## config.mk

```make
export PLATFORM = sky130hd
export DESIGN_NAME = acc_exec_stage
export DESIGN_NICKNAME = d
export VERILOG_FILES = /design/src/rtl/acc_exec_stage.sv
export SDC_FILE = /design/constraint.sdc
export NUM_CORES = 2
export LEC_CHECK = 0
export CAP_MARGIN = 20
export CORE_MARGIN = 2
export CORE_UTILIZATION = 55
export DETAILED_ROUTE_END_ITERATION = 7
export HOLD_SLACK_MARGIN = 0.08
export PLACE_DENSITY_LB_ADDON = 0.3
export SETUP_SLACK_MARGIN = 0.5
export SLEW_MARGIN = 20
export SYNTH_ARGS = -nofsm -noshare
export SYNTH_HDL_FRONTEND = slang
export SYNTH_SLANG_ARGS = --single-unit
```

## constraint.sdc

```tcl
create_clock -name clk -period 6.49 [get_ports clk]
set_input_delay 1.6225 -clock clk [delete_from_list [all_inputs] [get_ports clk]]
set_output_delay 1.6225 -clock clk [all_outputs]
set_load 0.01 [all_outputs]
```

## src/rtl/acc_exec_stage.sv

```systemverilog
// ---------------------------------------------------------------------------
// acc_exec_stage
//
// Execute stage of the AZ accumulator CPU. It sits directly after the
// fetch/decode stage. It owns the program counter, the accumulator, the Z/C
// flags and a private data memory. One instruction runs per fetch request.
// The fetch_en pulse asks the fetch stage for the instruction at pc. A rising
// edge on is_ready hands over {control_bus, data}. The instruction then runs
// through EXEC (memory access) and WB (architectural update). After WB the
// next fetch is requested.
//
// Parameters
//   INST_CAP    instruction memory depth; pc wraps INST_CAP-1 -> 0
//   DATA_LEN    accumulator / operand / data-memory word width
//   DMEM_DEPTH  data memory words, addressed by the low bits of data
//
// Ports
//   clk          in   rising-edge clock
//   rst          in   synchronous reset, active-high
//   is_ready     in   decode-stage ready level; a 0->1 edge marks a new instruction
//   control_bus  in   4-bit opcode
//   data         in   address or immediate operand
//   fetch_en     out  one-cycle request to the fetch stage
//   pc           out  address of the instruction to fetch
//   acc          out  accumulator
//   flag_z       out  zero flag
//   flag_c       out  carry / borrow / shifted-out bit
//   halted       out  high once HLT has executed
//   retired      out  retired-instruction count
//
// Optional feature
//   ACC_EXEC_RETIRE_CNT_EN  when defined, retired counts every instruction
//                           that completes WB and saturates at 16'hFFFF.
//                           When it is undefined, retired is tied to zero.
// ---------------------------------------------------------------------------
module acc_exec_stage #(
    parameter int INST_CAP   = 20,
    parameter int DATA_LEN   = 8,
    parameter int DMEM_DEPTH = 256
) (
    input  logic                        clk,
    input  logic                        rst,
    input  logic                        is_ready,
    input  logic [3:0]                  control_bus,
    input  logic [DATA_LEN-1:0]         data,
    output logic                        fetch_en,
    output logic [$clog2(INST_CAP):0]   pc,
    output logic [DATA_LEN-1:0]         acc,
    output logic                        flag_z,
    output logic                        flag_c,
    output logic                        halted,
    output logic [15:0]                 retired
);

    localparam int PC_W = $clog2(INST_CAP) + 1;
    localparam int AW   = $clog2(DMEM_DEPTH);

    localparam logic [2:0] ST_ISSUE = 3'd0;
    localparam logic [2:0] ST_WAIT  = 3'd1;
    localparam logic [2:0] ST_EXEC  = 3'd2;
    localparam logic [2:0] ST_WB    = 3'd3;
    localparam logic [2:0] ST_HALT  = 3'd4;

    localparam logic [3:0] OP_LDA  = 4'b0000;
    localparam logic [3:0] OP_STA  = 4'b0001;
    localparam logic [3:0] OP_ADD  = 4'b0010;
    localparam logic [3:0] OP_SUB  = 4'b0011;
    localparam logic [3:0] OP_AND  = 4'b0100;
    localparam logic [3:0] OP_OR   = 4'b0101;
    localparam logic [3:0] OP_LDI  = 4'b0110;
    localparam logic [3:0] OP_ADDI = 4'b0111;
    localparam logic [3:0] OP_NOP  = 4'b1000;
    localparam logic [3:0] OP_JMP  = 4'b1001;
    localparam logic [3:0] OP_JZ   = 4'b1010;
    localparam logic [3:0] OP_JC   = 4'b1011;
    localparam logic [3:0] OP_NOT  = 4'b1100;
    localparam logic [3:0] OP_SHL  = 4'b1101;
    localparam logic [3:0] OP_SHR  = 4'b1110;
    localparam logic [3:0] OP_HLT  = 4'b1111;

    logic [2:0]          state;
    logic                is_ready_q;
    logic [3:0]          op_q;
    logic [DATA_LEN-1:0] opnd_q;
    logic [DATA_LEN-1:0] mem_q;
    logic [DATA_LEN-1:0] dmem [DMEM_DEPTH];
    logic [AW-1:0]       addr;

    logic [DATA_LEN-1:0] acc_nx;
    logic                z_nx;
    logic                c_nx;
    logic [PC_W-1:0]     pc_nx;
    logic [PC_W-1:0]     pc_inc;
    logic [PC_W-1:0]     jump_tgt;
    logic [DATA_LEN:0]   sum;
    logic [DATA_LEN:0]   diff;
    logic                writes_acc;

    // Upper operand bits above the memory address width are ignored.
    assign addr = opnd_q[AW-1:0];

    // Sequential pc with wrap. Jump targets beyond the instruction memory
    // restart the program at 0 instead of running off the end.
    assign pc_inc   = (pc == PC_W'(INST_CAP - 1)) ? '0 : pc + PC_W'(1);
    assign jump_tgt = (opnd_q >= DATA_LEN'(INST_CAP)) ? '0 : PC_W'(opnd_q);

    // ADD uses the memory word and ADDI uses the immediate. Both share one
    // adder. The extra top bit of the adder is the carry out. For SUB, the
    // same top bit of a zero-extended difference is the borrow (acc < M).
    assign sum  = {1'b0, acc} + {1'b0, (op_q == OP_ADDI) ? opnd_q : mem_q};
    assign diff = {1'b0, acc} - {1'b0, mem_q};

    // Write-back values for the instruction held in op_q/opnd_q. Only the
    // arithmetic and shift ops touch C. Every op that writes acc recomputes Z.
    always_comb begin
        acc_nx     = acc;
        c_nx       = flag_c;
        pc_nx      = pc_inc;
        writes_acc = 1'b0;
        case (op_q)
            OP_LDA:  begin acc_nx = mem_q;          writes_acc = 1'b1; end
            OP_ADD,
            OP_ADDI: begin
                acc_nx     = sum[DATA_LEN-1:0];
                c_nx       = sum[DATA_LEN];
                writes_acc = 1'b1;
            end
            OP_SUB:  begin
                acc_nx     = diff[DATA_LEN-1:0];
                c_nx       = diff[DATA_LEN];
                writes_acc = 1'b1;
            end
            OP_AND:  begin acc_nx = acc & mem_q;    writes_acc = 1'b1; end
            OP_OR:   begin acc_nx = acc | mem_q;    writes_acc = 1'b1; end
            OP_LDI:  begin acc_nx = opnd_q;         writes_acc = 1'b1; end
            OP_JMP:  pc_nx = jump_tgt;
            OP_JZ:   if (flag_z) pc_nx = jump_tgt;
            OP_JC:   if (flag_c) pc_nx = jump_tgt;
            OP_NOT:  begin acc_nx = ~acc;           writes_acc = 1'b1; end
            OP_SHL:  begin
                acc_nx     = {acc[DATA_LEN-2:0], 1'b0};
                c_nx       = acc[DATA_LEN-1];
                writes_acc = 1'b1;
            end
            OP_SHR:  begin
                acc_nx     = {1'b0, acc[DATA_LEN-1:1]};
                c_nx       = acc[0];
                writes_acc = 1'b1;
            end
            OP_HLT:  pc_nx = pc;
            default: ;
        endcase
        z_nx = writes_acc ? (acc_nx == '0) : flag_z;
    end

    // Main control FSM.
    // Out of reset, ISSUE spends one cycle raising fetch_en and then holds it
    // for one cycle. Leaving WB, fetch_en is raised together with the move to
    // ISSUE, so the request appears the cycle after WB. In both cases fetch_en
    // is high for exactly one cycle. The ready edge detector runs in every
    // live state. This stops a ready level that is still high from the
    // previous instruction from triggering a second execution.
    always_ff @(posedge clk) begin
        if (rst) begin
            state      <= ST_ISSUE;
            fetch_en   <= 1'b0;
            pc         <= '0;
            acc        <= '0;
            flag_z     <= 1'b0;
            flag_c     <= 1'b0;
            halted     <= 1'b0;
            is_ready_q <= 1'b0;
            op_q       <= OP_NOP;
            opnd_q     <= '0;
        end else begin
            if (state != ST_HALT) is_ready_q <= is_ready;
            case (state)
                ST_ISSUE: begin
                    if (!fetch_en) begin
                        fetch_en <= 1'b1;
                    end else begin
                        fetch_en <= 1'b0;
                        state    <= ST_WAIT;
                    end
                end
                ST_WAIT: begin
                    if (is_ready && !is_ready_q) begin
                        op_q   <= control_bus;
                        opnd_q <= data;
                        state  <= ST_EXEC;
                    end
                end
                ST_EXEC: state <= ST_WB;
                ST_WB: begin
                    acc    <= acc_nx;
                    flag_z <= z_nx;
                    flag_c <= c_nx;
                    pc     <= pc_nx;
                    if (op_q == OP_HLT) begin
                        halted <= 1'b1;
                        state  <= ST_HALT;
                    end else begin
                        fetch_en <= 1'b1;
                        state    <= ST_ISSUE;
                    end
                end
                ST_HALT: ;
                default: state <= ST_ISSUE;
            endcase
        end
    end

    // Data memory. Reads are synchronous and are issued in EXEC, so mem_q is
    // valid during WB. A STA write also happens on the EXEC edge. Reset
    // blocks the write, so an instruction cut off by reset leaves memory
    // untouched. Memory contents are not cleared by reset.
    always_ff @(posedge clk) begin
        if (!rst && state == ST_EXEC) begin
            if (op_q == OP_STA) dmem[addr] <= acc;
            mem_q <= dmem[addr];
        end
    end

`ifdef ACC_EXEC_RETIRE_CNT_EN
    // Counts every instruction that reaches WB, including NOP and HLT.
    // The count sticks at the top value instead of wrapping.
    always_ff @(posedge clk) begin
        if (rst) begin
            retired <= 16'h0000;
        end else if (state == ST_WB && retired != 16'hFFFF) begin
            retired <= retired + 16'h0001;
        end
    end
`else
    assign retired = 16'h0000;
`endif

endmodule

```

; After elaboration in Yosys (flattened, before gate mapping)
; Memory sizes are Yosys's and may differ from the RTL's. A register that Yosys moved wholly into a read port is not among the register bits.
; Cells that the tools add are included.
[totals]
n_memories = 1
ramBits = 2048
register_bits = 34
elab_cells = 80
in_bits = 15
out_inout_bits = 34
[mem_list]
columns = name, depth, width, rd, rd_ports_with_merged_regs, write_ports, line_no
row1 = dmem, 256, 8, 1, 1, 1, 86  ; logic [DATA_LEN-1:0] dmem [DMEM_DEPTH];
[classes]
n_addsub = 3
order_cmp = 1
muxes = 19
eq_ne = 23
bitwise = 5
n_reduce_logical = 18
[ops]
columns = cell, n
row1 = $pmux W8 S9, 1
row2 = $eq A4 B4 Y1 const B, 7
row3 = $mux W6, 4
row4 = $pmux W6 S4, 1
row5 = $eq A4 B3 Y1 const B, 4
row6 = $pmux W3 S5, 1
row7 = $reduce_and A2 Y1, 6
row8 = $reduce_or A10 Y1, 1
row9 = $add A8 B8 Y9, 1
row10 = $mux W3, 3
row11 = $sub A8 B8 Y9, 1
row12 = $and A8 B8 Y8, 1
row13 = $eq A4 B2 Y1 const B, 2
row14 = $ge A8 B5 Y1 const B, 1
row15 = $logic_not A8 Y1, 1
row16 = $mux W8, 1
row17 = $not A8 Y8, 1
row18 = $or A8 B8 Y8, 1
row19 = $add A6 B1 Y6 const B, 1
row20 = $eq A3 B2 Y1 const B, 2
row21 = $eq A6 B5 Y1 const B, 1
row22 = $mux W1, 6
row23 = $ne A2 B2 Y1 const B, 3
row24 = $eq A4 B1 Y1 const B, 1
row25 = 14 further kinds, 17

; Logic depth before layout (Yosys ltp)
[logic_depth]
word_depth = 5
ltp_mapped = 19
depth_no_buf = 14

; Worst setup path after synthesis
; Ideal clock, no wire load.
[synth_timing]
path_type = flip-flop to flip-flop
startpoint = reg acc[0]
endpoint = reg flag_z
slack_ns = 0.427
synth_period_minus_slack_ns = 6.063
setup_ns = 0.087
required_ns = 6.403
arrival_ns = 5.976
stages_incl_launch_ff = 12
n_path_buf = 0
path_cell_list = dfxtp_1 -> inv_1 -> ha_1 -> inv_1 -> fa_1 -> nor2_1 -> a32o_1 -> a21oi_1 -> a211oi_1 -> o2111a_1 -> nand4_1 -> o31ai_1
[synth_via]
elab_chain_cells = 3
word_cells_on_any_way = 7
classes_between = add/sub (2) / mux (1) / bitwise (3) / reduce/logical (1)
[synth_lines]
columns = element, line_no
row1 = from (decl), 48  ; output logic [DATA_LEN-1:0] acc,
row2 = from (signal assigned), 195  ; acc <= acc_nx;
row3 = "$sub A8 B8 Y9, or another cell as far along", 111  ; assign diff = {1'b0, acc} - {1'b0, mem_q};
row4 = $pmux W8 S9 (*), 120  ; case (op_q)
row5 = $logic_not A8 Y1 (*), 153  ; z_nx = writes_acc ? (acc_nx == '0) : flag_z;
row6 = to (signal assigned), 196  ; flag_z <= z_nx;
row7 = to (decl), 49  ; output logic flag_z,
; Every way passes the cells marked *; elsewhere a longest branch is shown, timed or not.
; A chain may end at the register's enable or synchronous reset.

; Worst setup path in the final report
[layout_timing]
startpoint = in rst
endpoint = mem dmem[221][2], enable pin
[layout_via]
elab_chain_cells = 4
[layout_lines]
columns = element, line_no
row1 = from (decl), 42  ; input logic rst,
row2 = $logic_not A1 Y1, 218  ; if (!rst && state == ST_EXEC) begin
row3 = $logic_and A1 B1 Y1, 218
row4 = $mux W1, 218
row5 = $mux W1 (not written as such), 219  ; if (op_q == OP_STA) dmem[addr] <= acc;
row6 = to (decl), 86
; Every way passes these cells.

==> results.py <==
metrics = {
    "global_routing": {
        "grt_max_degree": 147,
        "grt_pass1_vias": 40687,
        "antenna_found_initial": 8,
        "overflow": 0,
        "grt_pass1_wl_mm": 297,
        "grt_use_total": 0.275,
    },
    "clocking": {
        "htreeDepth": 4,
        "insertion_delay_ns": 0.85,
        "post_cts_resized": 0,
        "numCtsBuffers": 195,
        "clockBufferDepth": 3,
        "path_clk_slew_ns": 0.06,
        "holdBufCountCts": 0,
        "clock_sinks": 2090,
        "clockRootBuffer": "clkbuf_16",
        "cts_tree": "built",
        "post-cts-setup-buffer-count": 0,
    },
    "logic_synthesis": {
        "syn-instance-count": 3921,
        "synth_area_per_cell_um2": 21.1,
        "yosysUniqueCellTypes": 63,
        "synth_edf_count": 2056,
        "synth-seq-cells": 2090,
        "async_flop_share": 0,
        "syn_area_mm2": 0.0826,
        "synth.yosys.seq_area_share": 0.755,
        "yosysWarningCount": 0,
        "yosys_most_used_dff": "edfxtp_1",
    },
    "layout": {
        "area_delta_synth_final_pct": 10.8,
        "multi_input_area_mm2": 0.0189,
        "layout_commonest_cell": "edfxtp_1",
        "drive_above_1_share": 0.236,
        "area.sequential_mm2": 0.0625,
        "fillers": 10044,
        "layout_common_cells": "edfxtp_1 (2,056), mux4_2 (570), nor2_1 (347)",
        "layout.cells.non_filler": 6199,
        "fin_area_mm2": 0.0916,
        "nets": 4073,
    },
    "setup_path": {
        "worstPathArrival_ns": 4.84,
        "worst_setup_path_start_kind": "input port",
        "cp_max_fo": 18,
        "crit_type": "in -> reg",
        "end_kind": "flop",
        "crit_start": "rst",
        "crit_required_ns": 6.95,
        "reg2reg_from": "addr[0]",
    },
    "placement": {
        "dp_cells": 5842,
        "dp_hpwl_mm": 126,
        "place.gp.congestion": 0.951,
        "place_ws_ns": 1.33,
        "placed_area_mm2": 0.0852,
        "io_buffers": 32,
    },
    "timing": {
        "setup_ws_ns": 2.12,
        "tns_ns": 0,
        "clock_skew_ns": 0.0357,
        "timing.slew.headroom": 0.110,
        "fin_crit_sh": 0.674,
        "hold_viol_final": 0,
        "clock.fmax_mhz": 229,
        "worst_pin_slew_ns": 1.33,
        "period_needed_ns": 4.37,
        "grt_setup_unrepaired": "false",
        "maxSlewViolCount": 0,
        "finalSetupViolations": 0,
    },
    "floorplan": {
        "die_y_um": 392,
        "fp.dieArea_mm2": 0.153,
        "rows": 142,
        "design.portCount": 49,
        "core_area_mm2": 0.149,
        "initial_core_util": 0.553,
        "die_w_um": 392,
    },
    "route": {
        "ant_nets": 0,
        "drtIter0Drc": 6734,
        "via_count": 41145,
        "dr.pass1.iters": 8,
        "wl_mm": 207,
        "vias_per_cell": 6.64,
        "wl_per_cell_um": 33.4,
        "route.detailed.drc": 133,
    },
    "outcome": {
        "outcome": "finished, violations left",
        "violations": "design-rule violations",
    },
    "min_path": {
        "min_path_type": "reg -> reg",
        "min-delay-start": "is_ready_q",
    },
    "power": {
        "p_per_area_mw_per_mm2": 296,
        "p_leak_nw": 27.8,
        "irDropWorstVdd_v": 0.000310,
    },
    "flow_run": {
        "cap_viol_max_count": 0,
    },
}
-- cells in the mapped netlist (6+ instances only) --
cell / count / area [um^2]
and2_1: 6 / 37.5
dfxtp_1: 34 / 681
nand2b_1: 11 / 68.8
nand3_1: 36 / 180
a221oi_1: 39 / 342
edfxtp_1: 2056 / 61700
mux2i_1: 82 / 821
o22ai_1: 29 / 181
nor2_1: 348 / 1310
o21ai_0: 33 / 165
mux2_2: 9 / 101
nor4_1: 10 / 62.6
nand2_1: 73 / 274
nand4_1: 10 / 62.6
buf_6: 22 / 248
buf_4: 32 / 240
and3_1: 8 / 50.1
or3_1: 6 / 37.5
a21oi_1: 29 / 145
nor2b_1: 22 / 138
ha_1: 33 / 413
a31oi_1: 7 / 43.8
a22o_1: 40 / 350
a211oi_1: 14 / 105
mux4_2: 570 / 12800
a32oi_1: 6 / 52.6
buf_2: 66 / 330
clkbuf_1: 104 / 390
inv_1: 29 / 109
o32ai_1: 16 / 140
nor3_1: 27 / 135
buf_1: 21 / 78.8
a22oi_1: 23 / 173
-- final timing paths --
| check | end | slack, ns | cells after the start |
|---|---|---|---|
| max | dmem[221][2] | 2.12 | 7 |
| min | is_ready_q | 0.47 | 2 |
| max reg2reg | mem_q[2] | 2.14 | 7 |
| min reg2reg | is_ready_q | 0.47 | 2 |
-- cell families after synthesis --
kind of cell | count (synthesis) | share of synthesized area
AO/OA/AOI/OAI | 278 | 0.0247
adder cells (fa/ha/maj) | 35 | 0.00548
flip-flops | 2090 | 0.755
XOR/XNOR | 7 | 0.000742
multiplexers | 661 | 0.167
AND/OR/NAND/NOR | 575 | 0.0301
buffers and inverters | 274 | 0.0169
other | 1 | 0.0000454
-- area by class of cell --
class | count | share of cell area
multi-input combinational | 1572 | 0.207
sequential | 2090 | 0.682
antenna | 3 | 0.0000820
timing repair buffer | 135 | 0.0135
clock inverter | 126 | 0.0139
inverter | 29 | 0.00119
tap | 2016 | 0.0275
clock buffer | 228 | 0.0549
-- power breakdown --
group / switching (mW) / total, mW / internal (mW)
logic: 0.672 / 1.12 / 0.451
clock network: 4.95 / 11.3 / 6.36
registers: 0.0442 / 14.7 / 14.6
-- stage by stage --
stage / util / hold WS [ns] / power (mW)
global placement: 0.571 / 0.446 / 16.0
CTS: 0.613 / 0.468 / 27.2
floorplan: - / 0.438 / 15.6
global route: 0.613 / 0.489 / 27.7
detailed placement: 0.571 / 0.460 / 16.0
finish: 0.613 / 0.466 / 27.1
-- worst max-delay path: stages --
cell and delay (ns):
clkdlybuf4s50_1 0.45, nor4_2 0.34, buf_4 0.26, and3_1 0.37, buf_12 0.30, nand3_1 0.58
nor2_1 0.88
-- flip-flops by register name, indices dropped and copies added (netlist names) --
| name | flops |
|---|---|
| dmem | 2048 |
| acc | 8 |
| addr | 8 |
| mem_q | 8 |
| pc | 6 |
| op_q | 4 |
| state | 3 |
| fetch_en | 1 |
| flag_c | 1 |
| flag_z | 1 |
| halted | 1 |
| is_ready_q | 1 |
-- metal layers --
metal  global-route usage  vias to the layer above  wire length [um]
met5              0.00128                        -                26
met4                0.106                        6              8530
met3               0.0697                      451             24200
met2                0.415                     2666             95900
met1                0.390                    21454             78200
li1                     -                    16568                 -
No activity file was read; power rests on OpenSTA's default activity.
